[src/rtl/midi_voice_allocator_pkg.sv]
// Shared MIDI decode constants and allocator state encoding.
// Combinational definitions only: no latency, no backpressure.
package midi_pkg;

  localparam logic [3:0] NOTE_OFF      = 4'h8;
  localparam logic [3:0] NOTE_ON       = 4'h9;
  localparam logic [3:0] CC            = 4'hB;
  localparam logic [6:0] ALL_NOTES_OFF = 7'd123;

  typedef enum logic [1:0] {
    ST_IDLE,
    ST_SCAN,
    ST_ASSIGN,
    ST_RETRIG
  } alloc_state_t;

endpackage

[src/rtl/midi_voice_allocator_if.sv]
// Decoded MIDI event bus from the framer: valid/ready, one event per accept.
// Source holds command and params stable while valid is high and ready is low.
interface midi_voice_allocator_if;

  logic       event_valid;
  logic       event_ready;
  logic [7:0] midi_command;
  logic [6:0] midi_param1;
  logic [6:0] midi_param2;

  modport master (
    output event_valid,
    output midi_command,
    output midi_param1,
    output midi_param2,
    input  event_ready
  );

  modport slave (
    input  event_valid,
    input  midi_command,
    input  midi_param1,
    input  midi_param2,
    output event_ready
  );

endinterface

[src/rtl/midi_voice_allocator_voice_pick.sv]
// Chooses the target voice for a note-on: retrigger, idle, oldest releasing, oldest overall.
// Purely combinational; steal is set for every choice except a free idle voice.
module voice_pick
  import midi_pkg::*;
#(
  parameter int NUM_VOICES = 6,
  parameter int RANK_BITS  = $clog2(NUM_VOICES)
) (
  input  logic [6:0]                      note,
  input  logic [NUM_VOICES-1:0]           voice_idle,
  input  logic [NUM_VOICES-1:0]           voice_gate,
  input  logic [NUM_VOICES-1:0]           voice_active,
  input  logic [7*NUM_VOICES-1:0]         voice_note,
  input  logic [NUM_VOICES*RANK_BITS-1:0] ranks,
  output logic [RANK_BITS-1:0]            voice_sel,
  output logic                            steal
);

  logic                 hit_found, idle_found, rel_found;
  logic [RANK_BITS-1:0] hit_idx, idle_idx, rel_idx, old_idx;
  logic [RANK_BITS-1:0] rel_rank, old_rank, rank_i;

  always_comb begin
    hit_found  = 1'b0;
    idle_found = 1'b0;
    rel_found  = 1'b0;
    hit_idx    = '0;
    idle_idx   = '0;
    rel_idx    = '0;
    old_idx    = '0;
    rel_rank   = '0;
    old_rank   = '0;
    rank_i     = '0;
    // Ascending scan with strict compares keeps the lowest index on any tie.
    for (int i = 0; i < NUM_VOICES; i++) begin
      rank_i = ranks[i*RANK_BITS +: RANK_BITS];
      if (!hit_found && voice_active[i] && (voice_note[i*7 +: 7] == note)) begin
        hit_found = 1'b1;
        hit_idx   = RANK_BITS'(i);
      end
      if (!idle_found && voice_idle[i] && !voice_gate[i]) begin
        idle_found = 1'b1;
        idle_idx   = RANK_BITS'(i);
      end
      if (!voice_gate[i] && (!rel_found || (rank_i > rel_rank))) begin
        rel_found = 1'b1;
        rel_idx   = RANK_BITS'(i);
        rel_rank  = rank_i;
      end
      if ((i == 0) || (rank_i > old_rank)) begin
        old_idx  = RANK_BITS'(i);
        old_rank = rank_i;
      end
    end

    steal     = 1'b1;
    voice_sel = old_idx;
    if (hit_found) begin
      voice_sel = hit_idx;
    end else if (idle_found) begin
      voice_sel = idle_idx;
      steal     = 1'b0;
    end else if (rel_found) begin
      voice_sel = rel_idx;
    end
  end

endmodule

[src/rtl/midi_voice_allocator.sv]
// Polyphonic voice scheduler: maps note-on/off and all-notes-off onto per-voice gate/note/active.
// Idle voice gates 2 edges after accept; steals hold gate low RETRIG_CYCLES; ready only in IDLE.
module midi_voice_allocator
  import midi_pkg::*;
#(
  parameter int NUM_VOICES    = 6,
  parameter int RETRIG_CYCLES = 400,
  parameter int RANK_BITS     = $clog2(NUM_VOICES)
) (
  input  logic                    clk,
  input  logic                    rst,
  midi_voice_allocator_if.slave   ev,
  input  logic [NUM_VOICES-1:0]   voice_idle,
  output logic [NUM_VOICES-1:0]   voice_gate,
  output logic [7*NUM_VOICES-1:0] voice_note,
  output logic [NUM_VOICES-1:0]   voice_active,
  output logic                    busy
);

  localparam int CNT_BITS = (RETRIG_CYCLES > 2) ? $clog2(RETRIG_CYCLES) : 1;
  localparam logic [CNT_BITS-1:0] CNT_LOAD = CNT_BITS'(RETRIG_CYCLES - 1);

  alloc_state_t                    state, state_nxt;
  logic [3:0]                      status_q;
  logic [6:0]                      p1_q, p2_q;
  logic [RANK_BITS-1:0]            rank_q [NUM_VOICES];
  logic [NUM_VOICES*RANK_BITS-1:0] rank_flat;
  logic [RANK_BITS-1:0]            pick_idx, tgt_q, tgt_rank;
  logic                            pick_steal;
  logic [CNT_BITS-1:0]             cnt_q;
  logic                            retrig_first_q;
  logic                            accept, is_note_on, is_note_off, is_all_off;
  logic                            chan_unused;

  // Omni: the channel nibble never affects allocation.
  assign chan_unused = ^ev.midi_command[3:0];

  assign accept      = ev.event_valid && (state == ST_IDLE);
  assign is_note_on  = (status_q == NOTE_ON) && (p2_q != 7'd0);
  assign is_note_off = (status_q == NOTE_OFF) || ((status_q == NOTE_ON) && (p2_q == 7'd0));
  assign is_all_off  = (status_q == CC) && (p1_q == ALL_NOTES_OFF);

  always_comb begin
    rank_flat = '0;
    tgt_rank  = '0;
    for (int i = 0; i < NUM_VOICES; i++) begin
      rank_flat[i*RANK_BITS +: RANK_BITS] = rank_q[i];
      if (tgt_q == RANK_BITS'(i)) tgt_rank = rank_q[i];
    end
  end

  voice_pick #(
    .NUM_VOICES (NUM_VOICES),
    .RANK_BITS  (RANK_BITS)
  ) u_voice_pick (
    .note         (p1_q),
    .voice_idle   (voice_idle),
    .voice_gate   (voice_gate),
    .voice_active (voice_active),
    .voice_note   (voice_note),
    .ranks        (rank_flat),
    .voice_sel    (pick_idx),
    .steal        (pick_steal)
  );

  always_ff @(posedge clk or posedge rst) begin
    if (rst) state <= ST_IDLE;
    else     state <= state_nxt;
  end

  always_comb begin
    state_nxt      = state;
    ev.event_ready = 1'b0;
    busy           = 1'b1;
    unique case (state)
      ST_IDLE: begin
        ev.event_ready = 1'b1;
        busy           = 1'b0;
        if (accept) state_nxt = ST_SCAN;
      end
      ST_SCAN: begin
        if (!is_note_on)     state_nxt = ST_IDLE;
        else if (pick_steal) state_nxt = ST_RETRIG;
        else                 state_nxt = ST_ASSIGN;
      end
      ST_ASSIGN: state_nxt = ST_IDLE;
      ST_RETRIG: if (!retrig_first_q && (cnt_q == '0)) state_nxt = ST_IDLE;
      default:   state_nxt = ST_IDLE;
    endcase
  end

  always_ff @(posedge clk or posedge rst) begin
    if (rst) begin
      status_q       <= '0;
      p1_q           <= '0;
      p2_q           <= '0;
      tgt_q          <= '0;
      cnt_q          <= '0;
      retrig_first_q <= 1'b0;
      voice_gate     <= '0;
      voice_active   <= '0;
      voice_note     <= '0;
      for (int i = 0; i < NUM_VOICES; i++) rank_q[i] <= RANK_BITS'(i);
    end else begin
      unique case (state)
        ST_IDLE: begin
          if (accept) begin
            status_q <= ev.midi_command[7:4];
            p1_q     <= ev.midi_param1;
            p2_q     <= ev.midi_param2;
          end
        end
        ST_SCAN: begin
          tgt_q          <= pick_idx;
          retrig_first_q <= is_note_on && pick_steal;
          if (is_all_off) begin
            voice_gate   <= '0;
            voice_active <= '0;
          end else if (is_note_off) begin
            // Note is kept so the release tail keeps its pitch.
            for (int i = 0; i < NUM_VOICES; i++) begin
              if (voice_active[i] && (voice_note[i*7 +: 7] == p1_q)) begin
                voice_gate[i]   <= 1'b0;
                voice_active[i] <= 1'b0;
              end
            end
          end
        end
        ST_ASSIGN, ST_RETRIG: begin
          if ((state == ST_ASSIGN) || retrig_first_q) begin
            for (int i = 0; i < NUM_VOICES; i++) begin
              if (tgt_q == RANK_BITS'(i)) begin
                voice_note[i*7 +: 7] <= p1_q;
                voice_gate[i]        <= (state == ST_ASSIGN);
                voice_active[i]      <= 1'b1;
                rank_q[i]            <= '0;
              end else if (rank_q[i] < tgt_rank) begin
                rank_q[i] <= rank_q[i] + RANK_BITS'(1);
              end
            end
            if (state == ST_RETRIG) begin
              cnt_q          <= CNT_LOAD;
              retrig_first_q <= 1'b0;
            end
          end else if (cnt_q == '0) begin
            for (int i = 0; i < NUM_VOICES; i++) begin
              if (tgt_q == RANK_BITS'(i)) voice_gate[i] <= 1'b1;
            end
          end else begin
            cnt_q <= cnt_q - CNT_BITS'(1);
          end
        end
        default: ;
      endcase
    end
  end

endmodule

[src/flat_wrapper.sv]
// flat-port wrapper written by rule: the top's interface ports become plain ports
module midi_voice_allocator_flat import midi_pkg::*;
#(
  parameter int NUM_VOICES    = 6,
  parameter int RETRIG_CYCLES = 400,
  parameter int RANK_BITS     = $clog2(NUM_VOICES)
)
  (clk, rst, voice_idle, voice_gate, voice_note, voice_active, busy, ev_event_valid, ev_midi_command, ev_midi_param1, ev_midi_param2, ev_event_ready);
  midi_voice_allocator_if ev_i ();
  input  logic clk;
  input  logic rst;
  input  logic [NUM_VOICES-1:0] voice_idle;
  output logic [NUM_VOICES-1:0] voice_gate;
  output logic [7*NUM_VOICES-1:0] voice_note;
  output logic [NUM_VOICES-1:0] voice_active;
  output logic busy;
  input wire logic [$bits(ev_i.event_valid)-1:0] ev_event_valid;
  input wire logic [$bits(ev_i.midi_command)-1:0] ev_midi_command;
  input wire logic [$bits(ev_i.midi_param1)-1:0] ev_midi_param1;
  input wire logic [$bits(ev_i.midi_param2)-1:0] ev_midi_param2;
  output wire logic [$bits(ev_i.event_ready)-1:0] ev_event_ready;
  assign ev_i.event_valid = ev_event_valid;
  assign ev_i.midi_command = ev_midi_command;
  assign ev_i.midi_param1 = ev_midi_param1;
  assign ev_i.midi_param2 = ev_midi_param2;
  assign ev_event_ready = ev_i.event_ready;
  midi_voice_allocator #(.NUM_VOICES(NUM_VOICES), .RETRIG_CYCLES(RETRIG_CYCLES), .RANK_BITS(RANK_BITS)) u_core (.clk(clk), .rst(rst), .ev(ev_i), .voice_idle(voice_idle), .voice_gate(voice_gate), .voice_note(voice_note), .voice_active(voice_active), .busy(busy));
endmodule
[config.mk]
export PLATFORM = sky130hd
export DESIGN_NAME = midi_voice_allocator_flat
export DESIGN_NICKNAME = d
export VERILOG_FILES = /design/src/rtl/midi_voice_allocator_pkg.sv /design/src/rtl/midi_voice_allocator_if.sv /design/src/rtl/midi_voice_allocator_voice_pick.sv /design/src/rtl/midi_voice_allocator.sv /design/src/flat_wrapper.sv
export SDC_FILE = /design/constraint.sdc
export NUM_CORES = 1
export LEC_CHECK = 0
export BUFFER_PORTS_ARGS = -buffer_cell sky130_fd_sc_hd__buf_2
export CAP_MARGIN = 20
export CORE_MARGIN = 1
export CORE_UTILIZATION = 59
export DETAILED_ROUTE_END_ITERATION = 12
export GPL_TIMING_DRIVEN = 0
export PLACE_DENSITY = 0.81
export SLEW_MARGIN = 20
export SYNTH_ARGS = -nofsm -noshare
export SYNTH_HDL_FRONTEND = slang
export SYNTH_SLANG_ARGS = --single-unit
[constraint.sdc]
create_clock -name clk -period 9.1 [get_ports clk]
set_input_delay 2.275 -clock clk [delete_from_list [all_inputs] [get_ports clk]]
set_output_delay 2.275 -clock clk [all_outputs]
set_load 0.005 [all_outputs]
==> results of run 1 <==
## critical path, delay by kind of cell, from the launching register on
family          cells  cell delay, ns
compound gates     18            4.24
fa+ha+maj           5            1.44
buf+inv             2            0.27
flops               1            0.53
mux                 1            0.22
simple gates        7            1.09
## metrics by stage
| stage | hold WS (ns) | setup slack, ns |
|---|---|---|
| after CTS | 0.519 | 1.36 |
| final | 0.514 | 1.18 |
| after floorplan | 0.472 | 2.54 |
| after global routing | 0.536 | 0.446 |
| after global placement | 0.483 | 1.60 |
| after detailed placement | 0.497 | 1.41 |
## power by group through the flow
| stage | Sequential (mW) | Clock (mW) | Combinational (mW) |
|---|---|---|---|
| CTS | 0.563 | 0.410 | 0.321 |
| global placement | 0.567 | 0 | 0.305 |
| floorplan | 0.562 | 0 | 0.218 |
| detailed placement | 0.571 | 0 | 0.318 |
| global route | 0.570 | 0.429 | 0.351 |
| finish | 0.564 | 0.404 | 0.323 |
## cell usage after synthesis, drive strengths merged, types with 4 or more instances
cell type,count
mux2,69
dfstp,7
xor2,8
a22o,8
a32o,5
o21bai,4
mux2i,9
xnor2,41
and3,5
nand2,66
buf,19
nand3,15
inv,34
or2,6
clkbuf,12
a21oi,27
nand4,12
nor3b,4
dfrtp,98
nor4,8
nor3,19
a31oi,8
nor2,55
a21o,7
nor2b,6
nand3b,5
o21ai,39
o211ai,4
ha,49
nand2b,9
a211oi,4
## area by class of cell
cell class | instances | area, um2
inverters | 34 | 133
fillers | 888 | 3560
plain buffers | 31 | 165
repair buffers | 84 | 443
clock buffers | 10 | 239
multi-input cells | 550 | 4140
flip-flops and latches | 105 | 2640
well taps | 143 | 179
clock inverters | 6 | 72.6
## logic make-up (layout without fill, tap and decap cells)
family / Yosys count / after routing
AOI/OAI and AO/OA: 149 / 149
DFF: 105 / 105
and+or+nand+nor: 224 / 224
adders and majority gates: 49 / 49
muxes: 79 / 79
buffers and inverters: 65 / 165
xor gates and xnor gates: 49 / 49
## worst paths after layout
check / from / endpoint / slack (ns) / cells past startpoint
max: u_core.voice_gate[0] / u_core.tgt_q[1] / 1.18 / 33
min: u_core.p2_q[1] / u_core.p2_q[1] / 0.51 / 1
max reg2reg: u_core.voice_gate[0] / u_core.tgt_q[1] / 1.18 / 33
min reg2reg: u_core.p2_q[1] / u_core.p2_q[1] / 0.51 / 1
max in group asynchronous: rst / u_core.rank_flat[14] / 6.56 / 3
min in group asynchronous: rst / u_core.rank_flat[5] / 1.88 / 2
## flip-flops by register name (all words and copies together) (netlist names)
register / cells
u_core.voice_note: 42
u_core.rank_flat: 18
u_core.cnt_q: 9
u_core.p1_q: 7
u_core.p2_q: 7
u_core.voice_active: 6
u_core.voice_gate: 6
u_core.status_q: 4
u_core.tgt_q: 3
u_core.state: 2
u_core.retrig_first_q: 1
## per-layer routing
metal / up-vias / routed length, um / GRT usage
li1: 2809 / - / -
met4: 0 / 653 / 0.138
met3: 55 / 1120 / 0.0566
met1: 2998 / 7720 / 0.393
met5: - / 0 / 0
met2: 240 / 9450 / 0.553
==> results.cfg, run 1 <==
[worst_setup_path]
slowest_delay_ns = 0.53
cp_max_fo = 9
path_common_cell = ha_1
cp_data_required_time_ns = 9.31
arrival_ns = 8.14
slowest_stage = dfrtp_1
crit_type = flop to flop
cp-start-kind = flop
cp-end-kind = flop

[routing]
wl_mm = 18.9
via_per_inst = 6.34
vias = 6102
first_iter_violations = 497
routedWlPerCell_um = 19.7
drc = 7
firstDrtPassIters = 10
postRouteAntennaNets = 0

[power]
design_power_total_mw = 1.29
power.switching_mw = 0.406
swShare = 0.314
p_int_mw = 0.886
p_seq_frac = 0.437
ir_drop_uv = 133
leakage_nw = 3.80
powerDensity_nw_per_um2 = 161
clockPowerShare = 0.313
combPwrFrac = 0.250

[floorplan]
die_w_um = 111
ios = 87
coreArea_um2 = 11600
die_h_um = 111
fp-row-count = 39
die_area_um2 = 12400
start_util = 0.611

[clock_network]
cts_buffers = 9
post_cts_buffers = 0
cts.sinks = 105
cts_root_buffer = clkbuf_16
path_clk_slew_ns = 0.07
cts.hold.buffers_added = 0
cts_resized = 0
insertion_delay_ns = 0.35
cts_tree = yes
cts_buffer_depth = 2
h-tree-depth = 3

[global_routing]
grt_overflow = 0
grt_max_degree = 81
grt_first_pass_wirelength_mm = 31.4
antenna_found_initial = 0
groute.usage.overall = 0.319
grt_pass1_vias = 6296

[layout]
stdcell_area_um2 = 8000
finalCoreUtilization = 0.692
final_cells = 963
layout_common_cells = buf_2, dfrtp_1, nand2_1, mux2_2, nor2_1
area.growth.synth_to_final_pct = 13.3
drive_above_1_share = 0.260
layout_commonest_cell = buf_2
fin_nets = 895
insertedDiodeCount = 0

[yosys]
synth_edf_count = 0
synth_cell_types = 75
synth_top_family_by_area = simple AND/OR/NAND/NOR gates
synthCells = 720
syn_avg_cell_area_um2 = 9.81
synth_top_area_share = 0.347
synthMuxAreaShare = 0.126
synth_area_um2 = 7070
synth_fp_nets = 800
synth_xor_xnor_area_share = 0.0607
netlist_top_cells_area = dfrtp_1, mux2_2, ha_1, xnor2_1, nand2_1
synth_compound_area_frac = 0.151
synth.largest_area_cell = dfrtp_1
synth_seq_area_share = 0.373
synthAdderAreaFrac = 0.0868
ys.flop_type = dfrtp_1
ys_warn_count = 0
yosys.area_share.simple = 0.161
async_flop_share = 1.00
ys_ff_latch = 105

[status]
status = finished, violations left
violations = design-rule violations

[sta]
tightest_slew_ns = 1.03
clock_skew_ns = 0.00762
period_share = 0.871
final_max_slew_viol_count = 0
tns_ns = 0
fin_crit_ns = 7.92
fmax_mhz = 126
hold_viol_final = 0
rsz0062_at_grt = no
relSlewSlack = 0.316
setup_viol = 0

[placement]
dp_hpwl_mm = 14.4
place_area_um2 = 7690
io_buffers = 82
gp_congestion = 0.924
placed_cells = 946

[hold_path]
hold_path.class = flop to flop

[job]
drv_cap = 0
Note: power is estimated with default switching activity, not from simulation.
==> run 2: changes to the inputs <==
Settings changed: CORE_UTILIZATION 59 to 53, PLACE_DENSITY 0.81 to 0.74, SKIP_LAST_GASP set to 1.
==> run 2 against run 1 <==
The run now ends clean. Flip-flop and latch count is the same. Fmax is 1.0% lower. Core utilization is 6.6 points lower. Sequential power about the same.
==> results.cfg, run 2 (synthesized netlist as in run 1, its figures left out) <==
[placement]
place_area_um2 = 7720
gp_congestion = 0.924
io_buffers = 82
dp_hpwl_mm = 14.1

[worst_setup_path]
crit_path_end = u_core.tgt_q[1]
slowest_delay_ns = 0.52
r2r_end = u_core.tgt_q[1]
crit_type = flop to flop
arrival_ns = 8.23
path_common_cell = ha_1
rr_worst_depth = 33
crit_start = u_core.voice_gate[0]
cp_data_required_time_ns = 9.32
cp_max_fo = 9
cp-start-kind = flop
cp-end-kind = flop
timing.rr.start = u_core.voice_gate[0]
rrSetupSlack_ns = 1.10
slowest_stage = dfrtp_1

[sta]
relSlewSlack = 0.288
clock_skew_ns = 0.0120
tightest_slew_ns = 1.07
period_share = 0.880
tns_ns = 0
setup_viol = 0
final_max_slew_viol_count = 0
whs_ns = 0.515
hold_viol_final = 0
rsz0062_at_grt = no
fmax_mhz = 125
fin_crit_ns = 8.00

[floorplan]
ios = 87
start_util = 0.551
die_w_um = 117
die_h_um = 117
coreArea_um2 = 12800
fp-row-count = 41
die_area_um2 = 13800

[clock_network]
path_clk_slew_ns = 0.07
cts_buffer_depth = 2
cts.hold.buffers_added = 0
h-tree-depth = 3
cts_tree = yes
cts_buffers = 9
cts_root_buffer = clkbuf_16
cts.sinks = 105
cts_resized = 0
insertion_delay_ns = 0.36
post_cts_buffers = 0

[routing]
postRouteAntennaNets = 0
routedWlPerCell_um = 18.9
first_iter_violations = 375
vias = 6014
firstDrtPassIters = 5
wl_mm = 18.7
drc = 0
via_per_inst = 6.07

[global_routing]
grt_first_pass_wirelength_mm = 30.5
grt_max_degree = 57
antenna_found_initial = 0
grt_overflow = 0
grt_pass1_vias = 6027
groute.usage.overall = 0.279

[layout]
layout_common_cells = buf_2, dfrtp_1, nand2_1, mux2_2, nor2_1
stdcell_area_um2 = 8030
drive_above_1_share = 0.259
fin_nets = 895
finalCoreUtilization = 0.626
area.growth.synth_to_final_pct = 13.7
largest_register_ffs = 42
insertedDiodeCount = 0
largest_register = u_core.voice_note
layout_commonest_cell = buf_2

[status]
status = completed

[hold_path]
hold_path.class = flop to flop
min_from = u_core.status_q[2]

[power]
leakage_nw = 3.79
ir_drop_uv = 142
design_power_total_mw = 1.29
powerDensity_nw_per_um2 = 160

[job]
drv_cap = 0
## run 2: cell types whose count changed in the layout (fill, tap and decap cells not counted)
cell        delta
clkbuf_8       +1
clkinv_4       -2
clkinvlp_4     +1
inv_8          -1
## run 2: final cells by class
type	instances	area, um2
inverter	34	133
fill	1067	4790
clock buffer	11	253
buffer	31	165
timing repair buffer	84	443
sequential	105	2640
clock inverter	4	51.3
tap	172	215
multi-input combinational	550	4140
## run 2: metal layers
metal  wire length [um]  GRT usage  up-vias
li1                   -          -     2810
met1               7910      0.349     2939
met2               9080      0.470      228
met3               1150     0.0489       37
met4                550      0.125        0
met5                  0          0        -
## run 2: worst min-delay path by stage
stage	slack, ns	cells after the start	endpoint
2_1_floorplan	0.47	1	u_core.status_q[2]
3_3_place_gp	0.48	1	u_core.status_q[2]
3_5_place_dp	0.50	1	u_core.p2_q[1]
4_1_cts	0.52	1	u_core.p2_q[1]
5_1_grt	0.52	1	u_core.p2_q[2]
6_report	0.52	1	u_core.status_q[2]
## run 2: where the power goes
group | switching (mW) | internal [mW]
sequential | 0.0455 | 0.516
clock | 0.176 | 0.227
combinational | 0.174 | 0.146
total | 0.396 | 0.889
## run 2: metrics by stage
step                setup slack (ns)  cells
finish                          1.10    991
global route                   0.561    991
CTS                             1.27    990
detailed placement              1.32    975
global placement                1.63    974
floorplan                       2.54    720
## run 2: critical path: cells and delay by family, from the launching register on
family | cells | cell delay, ns
AND/OR/NAND/NOR | 7 | 1.11
adder cells (fa/ha/maj) | 5 | 1.45
AO/OA/AOI/OAI | 18 | 4.23
flip-flops | 1 | 0.52
buffers and inverters | 2 | 0.27
multiplexers | 1 | 0.25
==> run 3: changes to the inputs <==
Settings changed: BUFFER_PORTS_ARGS -buffer_cell sky130_fd_sc_hd__buf_2 to -buffer_cell sky130_fd_sc_hd__clkbuf_2.
==> run 3 against run 2 <==
Clock skew grew 0.0012 ns. Highest routed layer unchanged. Non-clock buffer count is the same. Critical path depth did not move. Largest power group unchanged. Wire length fell by 2.6%. Core utilization is 0.24 points lower. Cell area decreased by 0.39%. Total power shrank 2.9%. Via count decreased by 0.65%. Critical endpoint unchanged.
==> results.cfg, run 3 (synthesized netlist as in run 1, its figures left out) <==
[worst_setup_path]
cp-end-kind = flop
cp-start-kind = flop
cp_max_fo = 9
rr_worst_depth = 33
path_common_cell = ha_1
r2r_end = u_core.tgt_q[1]
rrSetupSlack_ns = 1.14
crit_type = flop to flop
slowest_delay_ns = 0.51
path_delay_family = compound AO/OA/AOI/OAI gates
worst-path-buf-inv = 2
slowest_stage = dfrtp_1
timing.rr.start = u_core.voice_gate[0]
arrival_ns = 8.18
cp_data_required_time_ns = 9.33

[clock_network]
cts_buffers = 9
cts_resized = 0
insertion_delay_ns = 0.36
cts_root_buffer = clkbuf_16
path_clk_slew_ns = 0.08
h-tree-depth = 3
cts_buffer_depth = 2
cts.hold.buffers_added = 0
cts_tree = yes
cts.sinks = 105
post_cts_buffers = 0

[placement]
place_area_um2 = 7720
io_buffers = 82
gp_congestion = 0.923
dp_hpwl_mm = 13.9

[layout]
largest_register = u_core.voice_note
layout.area.seq_um2 = 2640
insertedDiodeCount = 0
largest_register_ffs = 42
finalCoreUtilization = 0.624
layout_common_cells = dfrtp_1, clkbuf_2, nand2_1, mux2_2, nor2_1
drive_above_1_share = 0.259
nFillCells = 1082
stdcell_area_um2 = 8000
fin_nets = 895
multi_input_area_um2 = 4140
layout_commonest_cell = dfrtp_1
area.growth.synth_to_final_pct = 13.2

[floorplan]
ios = 87
die_w_um = 117
start_util = 0.551
fp-row-count = 41
die_area_um2 = 13800
coreArea_um2 = 12800
die_h_um = 117

[hold_path]
min_from = u_core.status_q[2]
hold_depth = 1
hold_path.class = flop to flop
hold_path_end = u_core.status_q[2]

[sta]
rsz0062_at_grt = no
tns_ns = 0
hold_viol_final = 0
fin_crit_ns = 7.96
clock_skew_ns = 0.0132
tightest_slew_ns = 1.14
period_share = 0.874
fmax_mhz = 126
relSlewSlack = 0.240
setup_viol = 0
final_max_slew_viol_count = 0

[routing]
met1_length_mm = 7.96
wl_mm = 18.2
routedWlPerCell_um = 18.3
first_iter_violations = 367
top_layer_used = met4
postRouteAntennaNets = 0
vias = 5975
wl_met2_mm = 8.53
wl_met3_mm = 1.11
firstDrtPassIters = 5
drc = 0
via_per_inst = 6.02

[global_routing]
grt_overflow = 0
grt_pass1_vias = 5877
antenna_found_initial = 0
groute.usage.overall = 0.268
grt_first_pass_wirelength_mm = 29.6
grt_max_degree = 68

[power]
leakage_nw = 3.73
ir_drop_uv = 166
powerDensity_nw_per_um2 = 156

[status]
status = completed

[job]
drv_cap = 0
## run 3: layout make-up
class | instances | share of cell area
Inverter | 34 | 0.0166
Tap cell | 172 | 0.0269
Buffer | 31 | 0.0206
Multi-Input combinational cell | 550 | 0.517
Timing Repair Buffer | 84 | 0.0554
Sequential cell | 105 | 0.329
Clock inverter | 6 | 0.00547
Clock buffer | 10 | 0.0286
## run 3: worst reg2reg max path: cells and delay by family, from the launching register on
family | cells | cell delay (ns)
AND/OR/NAND/NOR | 7 | 1.11
flip-flops | 1 | 0.51
multiplexers | 1 | 0.23
adder cells (fa/ha/maj) | 5 | 1.45
AO/OA/AOI/OAI | 18 | 4.25
buffers and inverters | 2 | 0.26
## run 3: power breakdown
| part | internal, mW | switching, mW |
|---|---|---|
| registers | 0.516 | 0.0475 |
| clock network | 0.187 | 0.181 |
| logic | 0.145 | 0.172 |
## run 3: stage by stage
| stage | total power, mW | std cells | hold slack [ns] | setup WS [ns] |
|---|---|---|---|---|
| 2_1_floorplan | 0.779 | 720 | 0.472 | 2.54 |
| 3_3_place_gp | 0.873 | 974 | 0.484 | 1.63 |
| 3_5_place_dp | 0.886 | 975 | 0.492 | 1.37 |
| 4_1_cts | 1.25 | 991 | 0.509 | 1.29 |
| 5_1_grt | 1.31 | 992 | 0.530 | 0.601 |
| 6_report | 1.25 | 992 | 0.513 | 1.14 |
## run 3: how the worst max path moves through the flow
| stage | startpoint | endpoint | slack, ns | cells past startpoint |
|---|---|---|---|---|
| 6_report | u_core.voice_gate[0] | u_core.tgt_q[1] | 1.14 | 33 |
| 5_1_grt | u_core.voice_gate[0] | u_core.tgt_q[1] | 0.60 | 33 |
| 4_1_cts | u_core.voice_gate[0] | u_core.tgt_q[1] | 1.29 | 33 |
| 3_5_place_dp | u_core.voice_gate[0] | u_core.tgt_q[1] | 1.37 | 33 |
| 3_3_place_gp | u_core.voice_gate[0] | u_core.tgt_q[1] | 1.63 | 33 |
| 2_1_floorplan | u_core.rank_flat[3] | u_core.tgt_q[1] | 2.54 | 30 |
## run 3: routing by layer
metal	GRT usage	vias up
li1	-	2806
met2	0.448	208
met3	0.0494	50
met4	0.112	0
met5	0	-
met1	0.342	2911
